[src/rtl/apb_request_arbiter.sv]
// Round-robin arbiter that shares one APB master port among NUM_REQ requesters.
// It runs one transfer at a time, rejects sel==0 requests and aborts transfers whose wait runs out.
module apb_request_arbiter #(
    parameter int NUM_REQ = 4,
    parameter int DATA_W  = 8,
    parameter int ADDR_W  = 8,
    parameter int SEL_W   = 2,
    parameter int TIMEOUT = 255
) (
    input  logic                      clk_i,
    input  logic                      reset_i,
    input  logic [NUM_REQ-1:0]        req_i,
    input  logic [NUM_REQ-1:0]        req_write_i,
    input  logic [NUM_REQ*SEL_W-1:0]  req_sel_i,
    input  logic [NUM_REQ*ADDR_W-1:0] req_addr_i,
    input  logic [NUM_REQ*DATA_W-1:0] req_wdata_i,
    input  logic [NUM_REQ*8-1:0]      req_wait_i,
    output logic [NUM_REQ-1:0]        gnt_o,
    output logic [NUM_REQ-1:0]        done_o,
    output logic [NUM_REQ-1:0]        err_o,
    output logic [DATA_W-1:0]         rsp_rdata_o,
    output logic                      busy_o,
    output logic                      m_start_o,
    output logic                      m_write_o,
    output logic [SEL_W-1:0]          m_sel_o,
    output logic [ADDR_W-1:0]         m_addr_o,
    output logic [DATA_W-1:0]         m_wdata_o,
    output logic [7:0]                m_wait_cycles_o,
    input  logic [DATA_W-1:0]         m_rdata_i,
    input  logic                      m_ready_i
);

    // state | meaning
    // IDLE  | no owner; arbitrate among pending requests
    // ISSUE | payload on m_*, m_start pulsed for this cycle
    // WAIT  | waiting for m_ready, timeout counter running
    // DONE  | done pulse to owner, pointer advances
    // ERR   | err pulse to owner (illegal sel or timeout), pointer advances
    typedef enum logic [2:0] {
        S_IDLE,
        S_ISSUE,
        S_WAIT,
        S_DONE,
        S_ERR
    } state_t;

    localparam int PTR_W = $clog2(NUM_REQ);
    localparam int CNT_W = (TIMEOUT > 0) ? $clog2(TIMEOUT + 1) : 1;
    localparam logic [CNT_W-1:0] TO_LAST = CNT_W'((TIMEOUT > 0) ? TIMEOUT - 1 : 0);

    state_t              state_q, state_d;
    logic [PTR_W-1:0]    ptr_q, ptr_d;
    logic [PTR_W-1:0]    owner_q, owner_d;
    logic [CNT_W-1:0]    cnt_q, cnt_d;
    logic [NUM_REQ-1:0]  gnt_q, gnt_d;
    logic [NUM_REQ-1:0]  done_q, done_d;
    logic [NUM_REQ-1:0]  err_q, err_d;
    logic [DATA_W-1:0]   rsp_rdata_q, rsp_rdata_d;
    logic                busy_q, busy_d;
    logic                m_start_q, m_start_d;
    logic                m_write_q, m_write_d;
    logic [SEL_W-1:0]    m_sel_q, m_sel_d;
    logic [ADDR_W-1:0]   m_addr_q, m_addr_d;
    logic [DATA_W-1:0]   m_wdata_q, m_wdata_d;
    logic [7:0]          m_wait_q, m_wait_d;

    logic                win_found;
    logic [PTR_W-1:0]    win_idx;
    logic [SEL_W-1:0]    win_sel;

    // First pending request at or after the pointer, wrapping around.
    always_comb begin
        win_found = 1'b0;
        win_idx   = '0;
        for (int k = 0; k < NUM_REQ; k++) begin
            if (!win_found && req_i[(int'(ptr_q) + k) % NUM_REQ]) begin
                win_found = 1'b1;
                win_idx   = PTR_W'((int'(ptr_q) + k) % NUM_REQ);
            end
        end
        win_sel = req_sel_i[int'(win_idx)*SEL_W +: SEL_W];
    end

    always_comb begin
        state_d     = state_q;
        ptr_d       = ptr_q;
        owner_d     = owner_q;
        cnt_d       = cnt_q;
        gnt_d       = gnt_q;
        done_d      = '0;
        err_d       = '0;
        rsp_rdata_d = rsp_rdata_q;
        m_start_d   = 1'b0;
        m_write_d   = m_write_q;
        m_sel_d     = m_sel_q;
        m_addr_d    = m_addr_q;
        m_wdata_d   = m_wdata_q;
        m_wait_d    = m_wait_q;

        unique case (state_q)
            S_IDLE: begin
                if (win_found) begin
                    owner_d          = win_idx;
                    gnt_d            = '0;
                    gnt_d[win_idx]   = 1'b1;
                    m_write_d        = req_write_i[win_idx];
                    m_sel_d          = win_sel;
                    m_addr_d         = req_addr_i[int'(win_idx)*ADDR_W +: ADDR_W];
                    m_wdata_d        = req_wdata_i[int'(win_idx)*DATA_W +: DATA_W];
                    m_wait_d         = req_wait_i[int'(win_idx)*8 +: 8];
                    if (win_sel == '0) begin
                        state_d        = S_ERR;
                        err_d[win_idx] = 1'b1;
                    end else begin
                        state_d   = S_ISSUE;
                        m_start_d = 1'b1;
                        cnt_d     = '0;
                    end
                end
            end
            S_ISSUE: state_d = S_WAIT;
            S_WAIT: begin
                // A ready arriving on the last allowed cycle still completes the transfer.
                if (m_ready_i) begin
                    state_d         = S_DONE;
                    done_d[owner_q] = 1'b1;
                    if (!m_write_q) rsp_rdata_d = m_rdata_i;
                end else if ((TIMEOUT != 0) && (cnt_q == TO_LAST)) begin
                    state_d        = S_ERR;
                    err_d[owner_q] = 1'b1;
                end else begin
                    cnt_d = cnt_q + CNT_W'(1);
                end
            end
            S_DONE, S_ERR: begin
                state_d = S_IDLE;
                gnt_d   = '0;
                ptr_d   = (owner_q == PTR_W'(NUM_REQ - 1)) ? '0 : owner_q + PTR_W'(1);
            end
            default: state_d = S_IDLE;
        endcase

        busy_d = (state_d != S_IDLE);
    end

    always_ff @(posedge clk_i or posedge reset_i) begin
        if (reset_i) begin
            state_q     <= S_IDLE;
            ptr_q       <= '0;
            owner_q     <= '0;
            cnt_q       <= '0;
            gnt_q       <= '0;
            done_q      <= '0;
            err_q       <= '0;
            rsp_rdata_q <= '0;
            busy_q      <= 1'b0;
            m_start_q   <= 1'b0;
            m_write_q   <= 1'b0;
            m_sel_q     <= '0;
            m_addr_q    <= '0;
            m_wdata_q   <= '0;
            m_wait_q    <= '0;
        end else begin
            state_q     <= state_d;
            ptr_q       <= ptr_d;
            owner_q     <= owner_d;
            cnt_q       <= cnt_d;
            gnt_q       <= gnt_d;
            done_q      <= done_d;
            err_q       <= err_d;
            rsp_rdata_q <= rsp_rdata_d;
            busy_q      <= busy_d;
            m_start_q   <= m_start_d;
            m_write_q   <= m_write_d;
            m_sel_q     <= m_sel_d;
            m_addr_q    <= m_addr_d;
            m_wdata_q   <= m_wdata_d;
            m_wait_q    <= m_wait_d;
        end
    end

    assign gnt_o           = gnt_q;
    assign done_o          = done_q;
    assign err_o           = err_q;
    assign rsp_rdata_o     = rsp_rdata_q;
    assign busy_o          = busy_q;
    assign m_start_o       = m_start_q;
    assign m_write_o       = m_write_q;
    assign m_sel_o         = m_sel_q;
    assign m_addr_o        = m_addr_q;
    assign m_wdata_o       = m_wdata_q;
    assign m_wait_cycles_o = m_wait_q;

endmodule

[config.mk]
export PLATFORM = sky130hd
export DESIGN_NAME = apb_request_arbiter
export DESIGN_NICKNAME = d
export VERILOG_FILES = /design/src/rtl/apb_request_arbiter.sv
export SDC_FILE = /design/constraint.sdc
export NUM_CORES = 1
export LEC_CHECK = 0
export ABC_AREA = 1
export CAP_MARGIN = 10
export CELL_PAD_IN_SITES_DETAIL_PLACEMENT = 1
export CELL_PAD_IN_SITES_GLOBAL_PLACEMENT = 2
export CORE_MARGIN = 2
export CORE_UTILIZATION = 24
export DETAILED_ROUTE_END_ITERATION = 16
export GPL_TIMING_DRIVEN = 0
export HOLD_SLACK_MARGIN = 0.02
export MAX_ROUTING_LAYER = met4
export PLACE_DENSITY_LB_ADDON = 0.1
export SYNTH_ARGS = -nofsm -noshare
export SYNTH_HDL_FRONTEND = slang
export SYNTH_SLANG_ARGS = --single-unit
export TNS_END_PERCENT = 5
[constraint.sdc]
create_clock -name clk_i -period 4.9 [get_ports clk_i]
set_clock_uncertainty 0.1 [all_clocks]
set_input_delay 1.47 -clock clk_i [delete_from_list [all_inputs] [get_ports clk_i]]
set_output_delay 1.47 -clock clk_i [all_outputs]
set_load 0.01 [all_outputs]
==> flow_summary.ini <==
[power]
powerDensity_mw_per_mm2 = 720.7
vdd_drop_max_mv = 0.4066
power.total_mw = 4.275
power.leakage_nw = 2.569

[clock_tree]
cts_tree = built
cts_setup_buffers = 0
cts_hold_buf = 0
cts-resized-gates = 0
root_buffer = clkbuf_16
cts_buffers = 9
cts.sinks = 64
clk_latency_ns = 0.34
clockBufferDepth = 2
path_clk_slew_ns = 0.06
htreeDepth = 3

[sta]
setup_tns_ns = 0
layout_min_cycle_time_ns = 3.759
setup_viol_count_final = 0
finalMaxSlewViolations = 0
worst_pin_slew_ns = 1.005
max-slew-margin-rel_pct = 32.60
fmax_mhz = 266.0
post-route-period-util_pct = 76.72
rsz0062_at_grt = false
hold_violations = 0

[drt]
via_count = 3822
routed_wl_um = 13900
vias_per_cell = 4.583
dr.pass1.iters = 4
drtIter0Drc = 107
drc = 0
ant_nets = 0
routedWlPerCell_um = 16.66

[floorplanning]
die_area_mm2 = 0.01635
pin_count = 172
core_region_area_mm2 = 0.01509
die_w_um = 127.9
die_h_um = 127.9
initial_core_util_pct = 24.40
fp-row-count = 45

[finish]
drive_above_1_share_pct = 11.46
multi_input_comb_area_mm2 = 0.001857
fin_nets = 770
num-fill-cells = 1805
seqCellArea_mm2 = 0.001602
area_growth_pct = 61.09
diodes = 0

[grt]
grt_use_total_pct = 18.18
grt_pass1_wl_um = 22050
met3_usage_pct = 4.967
grt_max_degree = 65
grt_remaining_overflow = 0
antenna_found_initial = 0
grt_pass1_vias = 4141
grt.busiest_layer = met2
use_met1_pct = 21.72
grtUsageMet2_pct = 29.82

[worst_setup_path]
start_kind = input port
cp_max_fo = 10
crit_arrival_ns = 3.89
crit_path_end_kind = register
path_class = in -> reg
worst_ep_required_time_ns = 5.03

[placed_design]
portBuffers = 171
hpwlAfterDp_um = 10700
gp_congestion = 0.7859

[synth]
netlist_top_cells_area = dfrtp_1 43%, nand2_1 15%, a41oi_1 5.2%
ys_ff_latch = 64
ys_types = 39
synth_edf_count = 0
yosysSeqAreaShare_pct = 43.49
yosysWarnings = 0
synth_top_area_cell = dfrtp_1
avgSynthCellArea_um2 = 8.022
synth_nets = 588
syn-instance-count = 459
yosysTopAreaCellShare_pct = 43.49
synth_flop_cell = dfrtp_1
synthesis.area_mm2 = 0.003682
async_flop_share_pct = 100.0

[min_path]
hold_path.class = reg -> reg

[job]
cap_viol_max_count = 0

[status]
status = finished clean
-- per-stage QoR --
| step | setup WS (ns) | hold WS [ns] | utilization, % | cells | instance area, um^2 |
|---|---|---|---|---|---|
| final | 1.141 | 0.3880 | 39.31 | 834 | 5932 |
| after floorplan | 1.732 | 0.3754 | - | 459 | 3682 |
| after detailed placement | 0.7302 | 0.3733 | 37.32 | 818 | 5632 |
| after CTS | 1.057 | 0.3960 | 39.31 | 834 | 5932 |
| after global placement | 0.3019 | 0.3672 | 37.31 | 818 | 5629 |
| after global routing | 0.7921 | 0.4198 | 39.31 | 834 | 5932 |
-- layer usage --
metal / vias up / routed length, um
li1: 1884 / -
met1: 1813 / 5997
met2: 109 / 6787
met3: 16 / 871
met4: 0 / 238
met5: - / 0
-- power breakdown --
group          switching [mW]  total (mW)  internal [mW]
clock network           0.245       0.666          0.420
logic                    1.70        2.73           1.04
registers               0.122       0.876          0.754
-- cell usage in the layout, fill, tap and decap left out, drive strengths merged, types with 2 or more instances in the layout --
cell           instances
mux2                   8
buf                   10
nor2                  46
a21oi                 25
ha                     6
clkdlybuf4s50        171
o21ai                  9
nand3                 27
clkbuf                20
nand2                173
clkinv                 2
dfrtp                 64
xor2                   2
o22ai                  3
nand4                  7
inv                   35
nor3                   4
a41oi                 22
a22oi                  2
-- state kept, by name (all words and copies together), names as in the netlist, 3 cells and up --
name / flops
cnt_q: 8
done_o: 4
err_o: 4
gnt_o: 4
m_addr_o: 8
m_wait_cycles_o: 8
m_wdata_o: 8
rsp_rdata_o: 8
state_q: 3
-- layout make-up --
cell class	count	share of cell area [%]
tap	188	3.965
sequential	64	27.00
multi-input combinational	343	31.30
inverter	35	2.341
clock buffer	13	4.387
buffer	17	1.476
clock inverter	3	0.6750
timing repair buffer	171	28.85
-- synthesized netlist by cell type (all sizes together) (3+ instances only) --
| library cell | n |
|---|---|
| nand3 | 27 |
| a21oi | 25 |
| dfrtp | 64 |
| nand2 | 173 |
| mux2 | 8 |
| o21ai | 9 |
| inv | 35 |
| nor2 | 46 |
| nor3 | 4 |
| o22ai | 3 |
| a41oi | 22 |
| clkbuf | 7 |
| ha | 6 |
| buf | 10 |
| nand4 | 7 |
-- final timing paths --
kind | start | end | slack (ns) | cells past startpoint
max | req_i[3] | err_o[0] | 1.14 | 12
min | m_wait_cycles_o[5] | m_wait_cycles_o[5] | 0.39 | 2
max reg2reg | ptr_q[0] | err_o[0] | 2.16 | 13
min reg2reg | m_wait_cycles_o[5] | m_wait_cycles_o[5] | 0.39 | 2
max in group asynchronous | reset_i | m_wdata_o[5] | 2.59 | 2
min in group asynchronous | reset_i | m_addr_o[7] | 1.56 | 2
-- cells by family after synthesis --
group                    Yosys count  share of synthesized area [%]
flip-flops                        64                          43.49
buffers and inverters             52                          6.082
multiplexers                       8                          2.447
AO/OA/AOI/OAI                     66                          11.93
AND/OR/NAND/NOR                  260                          33.30
XOR/XNOR                           3                         0.7137
adder cells (fa/ha/maj)            6                          2.039
-- worst max-delay path, stage by stage --
cell,delay (ns)
clkdlybuf4s50_1,0.48
inv_1,0.06
nand2_1,0.07
nand3_1,0.09
nand2_1,0.09
inv_1,0.10
nand3_4,0.13
nand2_1,0.33
inv_1,0.30
clkbuf_1,0.46
nand3_1,0.16
o21ai_0,0.14
(Power assumes the default switching activity.)
